## config.mk

```make
export PLATFORM = sky130hd
export DESIGN_NAME = sub_arbiter
export DESIGN_NICKNAME = d
export VERILOG_FILES = /design/src/rtl/gru_fp_pkg.sv /design/src/rtl/sub_arbiter_rr_picker.sv /design/src/rtl/sub_arbiter.sv
export SDC_FILE = /design/constraint.sdc
export NUM_CORES = 1
export LEC_CHECK = 0
export CAP_MARGIN = 20
export CORE_AREA = 2 2 155 157
export CTS_CLUSTER_DIAMETER = 50
export CTS_CLUSTER_SIZE = 30
export DETAILED_ROUTE_END_ITERATION = 10
export DIE_AREA = 0 0 157 159
export PLACE_DENSITY_LB_ADDON = 0.05
export SETUP_SLACK_MARGIN = 0.15
export SYNTH_ARGS = -nofsm -noshare
export SYNTH_HDL_FRONTEND = slang
export SYNTH_SLANG_ARGS = --single-unit
```

## constraint.sdc

```tcl
create_clock -name clk -period 2.9 [get_ports clk]
set_input_delay 0.29 -clock clk [delete_from_list [all_inputs] [get_ports clk]]
set_output_delay 0.29 -clock clk [all_outputs]
set_load 0.01 [all_outputs]
```

## src/rtl/gru_fp_pkg.sv

```systemverilog
// Shared definitions for the GRU floating-point datapath: FP constants and
// the encoding of the subtractor arbiter's handshake states.
package gru_fp_pkg;

    localparam logic [31:0] FP_QNAN    = 32'h7FC00000;
    localparam logic [31:0] FP_ONE     = 32'h3F800000;
    localparam logic [31:0] FP_NEG_ONE = 32'hBF800000;

    typedef enum logic [2:0] {
        S_IDLE      = 3'd0,
        S_START     = 3'd1,
        S_WAIT_DONE = 3'd2,
        S_WAIT_ACK  = 3'd3,
        S_RESP      = 3'd4
    } arb_state_t;

endpackage

```

## src/rtl/sub_arbiter_rr_picker.sv

```systemverilog
// Rotate-priority encoder: returns the first set request at or after ptr,
// wrapping modulo NUM_REQ.
module rr_picker #(
    parameter int NUM_REQ = 4,
    parameter int IDX_W   = $clog2(NUM_REQ)
) (
    input  logic [NUM_REQ-1:0] req,
    input  logic [IDX_W-1:0]   ptr,
    output logic               valid,
    output logic [IDX_W-1:0]   index
);

    int j;

    // Scan from the farthest offset down so the closest hit to ptr wins.
    always_comb begin
        valid = 1'b0;
        index = '0;
        j     = 0;
        for (int k = NUM_REQ - 1; k >= 0; k--) begin
            j = int'(ptr) + k;
            if (j >= NUM_REQ) begin
                j = j - NUM_REQ;
            end
            if (req[j[IDX_W-1:0]]) begin
                valid = 1'b1;
                index = j[IDX_W-1:0];
            end
        end
    end

endmodule

```

## src/rtl/sub_arbiter.sv

```systemverilog
// Round-robin arbiter sharing one FP subtractor among NUM_REQ requesters over a
// 4-phase start/done handshake. Optional watchdog: define SUB_ARB_TIMEOUT_EN.
module sub_arbiter
    import gru_fp_pkg::*;
#(
    parameter int DATA_WIDTH  = 32,
    parameter int NUM_REQ     = 4,
    parameter int TIMEOUT_CYC = 255
) (
    input  logic                          clk,
    input  logic                          rstn,
    input  logic [NUM_REQ-1:0]            req_start,
    input  logic [NUM_REQ*DATA_WIDTH-1:0] req_a,
    input  logic [NUM_REQ*DATA_WIDTH-1:0] req_b,
    output logic [NUM_REQ-1:0]            req_done,
    output logic [DATA_WIDTH-1:0]         req_out,
    output logic                          req_err,
    output logic                          sub_start,
    output logic [DATA_WIDTH-1:0]         sub_a,
    output logic [DATA_WIDTH-1:0]         sub_b,
    input  logic                          sub_done,
    input  logic [DATA_WIDTH-1:0]         sub_out,
    output logic                          busy
);

    localparam int              IDX_W    = $clog2(NUM_REQ);
    localparam logic [IDX_W-1:0] LAST_IDX = IDX_W'(NUM_REQ - 1);

    if (NUM_REQ < 2 || NUM_REQ > 8 || TIMEOUT_CYC < 1) begin : g_param_check
        $error("sub_arbiter: unsupported parameter set");
    end

    arb_state_t              state;
    logic [IDX_W-1:0]        rr_ptr;
    logic [IDX_W-1:0]        grant;
    logic                    pick_valid;
    logic [IDX_W-1:0]        pick_idx;
    logic [DATA_WIDTH-1:0]   a_arr [NUM_REQ];
    logic [DATA_WIDTH-1:0]   b_arr [NUM_REQ];

    for (genvar i = 0; i < NUM_REQ; i++) begin : g_unpack
        assign a_arr[i] = req_a[i*DATA_WIDTH +: DATA_WIDTH];
        assign b_arr[i] = req_b[i*DATA_WIDTH +: DATA_WIDTH];
    end

    rr_picker #(
        .NUM_REQ (NUM_REQ),
        .IDX_W   (IDX_W)
    ) u_picker (
        .req   (req_start),
        .ptr   (rr_ptr),
        .valid (pick_valid),
        .index (pick_idx)
    );

    assign busy = (state != S_IDLE);

`ifdef SUB_ARB_TIMEOUT_EN
    localparam int              CNT_W    = ($clog2(TIMEOUT_CYC + 1) > 8) ? $clog2(TIMEOUT_CYC + 1) : 8;
    localparam logic [CNT_W-1:0] TMO_LAST = CNT_W'(TIMEOUT_CYC - 1);

    logic [CNT_W-1:0] tmo_cnt;
    logic             tmo_hit;

    assign tmo_hit = (tmo_cnt == TMO_LAST);
`else
    assign req_err = 1'b0;
`endif

    always_ff @(posedge clk or negedge rstn) begin
        if (!rstn) begin
            state     <= S_IDLE;
            rr_ptr    <= '0;
            grant     <= '0;
            req_done  <= '0;
            req_out   <= '0;
            sub_start <= 1'b0;
            sub_a     <= '0;
            sub_b     <= '0;
`ifdef SUB_ARB_TIMEOUT_EN
            req_err   <= 1'b0;
            tmo_cnt   <= '0;
`endif
        end else begin
            case (state)
                S_IDLE: begin
                    if (pick_valid) begin
                        grant <= pick_idx;
                        sub_a <= a_arr[pick_idx];
                        sub_b <= b_arr[pick_idx];
                        state <= S_START;
                    end
                end
                // A done left high by the previous user must fall before a new start.
                S_START: begin
                    if (!sub_done) begin
                        sub_start <= 1'b1;
                        state     <= S_WAIT_DONE;
`ifdef SUB_ARB_TIMEOUT_EN
                        tmo_cnt   <= '0;
`endif
                    end
                end
                S_WAIT_DONE: begin
                    if (sub_done) begin
                        req_out   <= sub_out;
                        sub_start <= 1'b0;
                        state     <= S_WAIT_ACK;
`ifdef SUB_ARB_TIMEOUT_EN
                        tmo_cnt   <= '0;
                    end else if (tmo_hit) begin
                        req_out   <= DATA_WIDTH'(FP_QNAN);
                        req_err   <= 1'b1;
                        sub_start <= 1'b0;
                        state     <= S_WAIT_ACK;
                        tmo_cnt   <= '0;
                    end else begin
                        tmo_cnt   <= tmo_cnt + 1'b1;
`endif
                    end
                end
                S_WAIT_ACK: begin
                    if (!sub_done) begin
                        req_done <= NUM_REQ'(1) << grant;
                        state    <= S_RESP;
`ifdef SUB_ARB_TIMEOUT_EN
                    end else if (tmo_hit) begin
                        req_done <= NUM_REQ'(1) << grant;
                        req_err  <= 1'b1;
                        state    <= S_RESP;
                    end else begin
                        tmo_cnt  <= tmo_cnt + 1'b1;
`endif
                    end
                end
                S_RESP: begin
                    if (!req_start[grant]) begin
                        req_done <= '0;
                        rr_ptr   <= (grant == LAST_IDX) ? '0 : grant + 1'b1;
                        state    <= S_IDLE;
`ifdef SUB_ARB_TIMEOUT_EN
                        req_err  <= 1'b0;
`endif
                    end
                end
                default: state <= S_IDLE;
            endcase
        end
    end

endmodule

```

==> flow_summary.yaml <==
outcome:
  outcome: "complete, but fails checks"
  violations: "hold timing"
floorplan:
  rows: 56
  dieArea_um2: 25000
  initial_utilization_pct: 26.0
  core_um2: 23200
  die-width_um: 157
  io_pins: 398
  die_y_um: 159
sta:
  fin_skew_ns: 0.00658
  setup-tns-final_ns: 0
  tightest_slew_ns: 0.740
  slew_violations: 0
  slew_headroom_pct: 50.7
  min_period_ns: 2.38
  final_hold_viol_count: 7
  fin_crit_sh_pct: 82.0
  setup_violations: 0
  rsz0062_at_grt: "false"
  fmax_mhz: 420
  hold_slack_ns: -0.0208
synth:
  synth_edf_count: 0
  synthFlopType: "dfrtp_1"
  synthCells: 574
  avgSynthCellArea_um2: 10.5
  syn_area_um2: 6030
  synthArstFlopShare_pct: 100
  ys.warnings.count: 0
  synth_cell_types: 36
  synth_nets: 873
  ys_ff_latch: 108
  yosysSeqAreaShare_pct: 44.8
worst_setup_path:
  crit_type: "input pin to flip-flop"
  end_kind: "flip-flop"
  critPathArrivalTime_ns: 2.64
  worst_r2r_path_depth: 7
  required_ns: 3.16
  reg2reg_setup_slack_ns: 0.52
  r2r_end: "sub_b[13]$_DFFE_PN0P_"
  r2r-start: "rr_ptr[1]$_DFFE_PN0P_"
  startpoint_type: "input pin"
  critPathMaxFanout: 22
job:
  maxCapViolations: 0
clock_tree:
  hold_buffers: 0
  clock-root-buffer: "clkbuf_16"
  numCtsBuffers: 9
  clock_sinks: 108
  clkTransAtPathRegs_ns: 0.08
  cts_tree: "built"
  clk_path_buf_depth: 2
  clock_latency_ns: 0.35
  htreeDepth: 3
  post_cts_buffers: 0
  ctsResizeCount: 0
worst_hold_path:
  hp-class: "input pin to async pin"
grt:
  grt_pass1_wl_mm: 38.8
  grt_max_degree: 65
  antenna_found_initial: 1
  grt_overflow_total: 0
  grt_pass1_vias: 6463
  grt_use_total_pct: 20.2
place:
  portBuffers: 396
  dpl_cell_area_um2: 10400
  place.gp.congestion: 0.871
  dp_cells: 1249
  dp_hpwl_mm: 19.0
drt:
  wl_per_cell_um: 20.0
  ant_nets: 0
  wl_mm: 25.4
  drc: 0
  avgViaCountPerCell: 4.93
  initialDrtViolationCount: 303
  dr.pass1.iters: 6
  vias: 6238
cells_and_area:
  drive_gt1_share_pct: 12.3
  area_delta_synth_final_pct: 77.6
  mostFrequentLayoutCells: "clkdlybuf4s50_1, dfrtp_1, mux2_2"
  final_common_cell: "clkdlybuf4s50_1"
  finalNonFillerCells: 1266
  fill_cells: 2167
  nNetsFinal: 1240
  final_cell_area_um2: 10700
  multi_input_area_um2: 3110
  regArea_um2: 2700
  post-route-util_pct: 46.2
power:
  vdd_drop_max_mv: 0.291
  power.total_mw: 9.00
  power_density_nw_per_um2: 840
  power_leakage_nw: 4.20
-- worst max path at each step --
stage / from / to / slack (ns) / cells after the start
after floorplan: rr_ptr[1]$_DFFE_PN0P_ / sub_a[0]$_DFFE_PN0P_ / 0.88 / 6
after global placement: req_start[3] / sub_a[29]$_DFFE_PN0P_ / 0.12 / 6
after detailed placement: req_start[3] / sub_b[13]$_DFFE_PN0P_ / 0.10 / 8
after CTS: rr_ptr[1]$_DFFE_PN0P_ / sub_b[13]$_DFFE_PN0P_ / 0.50 / 7
after global routing: req_start[3] / sub_b[20]$_DFFE_PN0P_ / 0.28 / 8
final: req_start[3] / sub_b[13]$_DFFE_PN0P_ / 0.52 / 8
-- sequential cells by signal (all words and copies together), names as in the netlist --
| signal | cells |
|---|---|
| req_out | 32 |
| rr_ptr | 2 |
| grant | 2 |
| sub_start | 1 |
| sub_a | 32 |
| sub_b | 32 |
| state | 3 |
| req_done | 4 |
-- critical path, stage by stage --
cell and delay, ns:
clkdlybuf4s50_1 0.54, mux2i_1 0.45, a2bb2oi_4 0.12, nand2_4 0.23, buf_4 0.27, buf_4 0.35, mux2i_1 0.12, a211oi_1 0.26
-- routing by layer --
layer	part of all wire, %	GRT usage (%)
met5	0	0
met4	3.1	7.84
met3	8.3	5.23
met2	51	35.3
met1	38	23.5
-- power by group --
group	switching, mW	internal, mW
Sequential	0.438	2.24
Combinational	2.28	2.83
Clock	0.618	0.600
Total	3.34	5.67
-- metrics by stage --
step	worst slack, ns	hold WS (ns)
after floorplan	0.879	-0.00559
after CTS	0.502	0.0198
after detailed placement	0.105	0.415
final	0.521	-0.0208
after global placement	0.119	0.407
after global routing	0.275	0.0363
-- cell type report --
type | count | area share, %
inverter | 3 | 0.105
multi-input combinational | 404 | 29.1
clock buffer | 9 | 2.10
sequential | 108 | 25.2
antenna | 1 | 0.0234
timing repair buffer | 415 | 39.2
tap | 319 | 3.73
clock inverter | 7 | 0.561
-- cell usage after synthesis (2+ instances only) --
master      n  area share, %
nand2_1     7           0.44
buf_6       2           0.37
mux2i_1    13            2.2
dfrtp_1   108             45
o21ai_0    54            4.5
nor2_1     21            1.3
buf_2       6           0.50
inv_1       3           0.19
buf_4       8            1.0
and3_1     13            1.3
mux2_1     15            2.8
nor2b_1     2           0.21
mux2_2     71             13
ha_1        4           0.83
a21oi_1    54            4.5
nand3_1    52            4.3
clkbuf_1   37            2.3
a32o_1      5           0.83
a211oi_1   25            3.1
a221o_1    52            8.6
buf_1       6           0.37
nand2b_1    2           0.21
-- cells by family (layout without fill, tap and decap cells) --
group / Yosys count / count (layout) / share of synthesized area (%)
flip-flops: 108 / 108 / 44.8
AND/OR/NAND/NOR: 102 / 102 / 8.42
other: 1 / 2 / 0.0622
adder cells (fa/ha/maj): 4 / 4 / 0.830
buffers and inverters: 62 / 434 / 4.73
AO/OA/AOI/OAI: 196 / 196 / 22.4
multiplexers: 100 / 100 / 18.6
XOR/XNOR: 1 / 1 / 0.145
(Power assumes the default switching activity.)
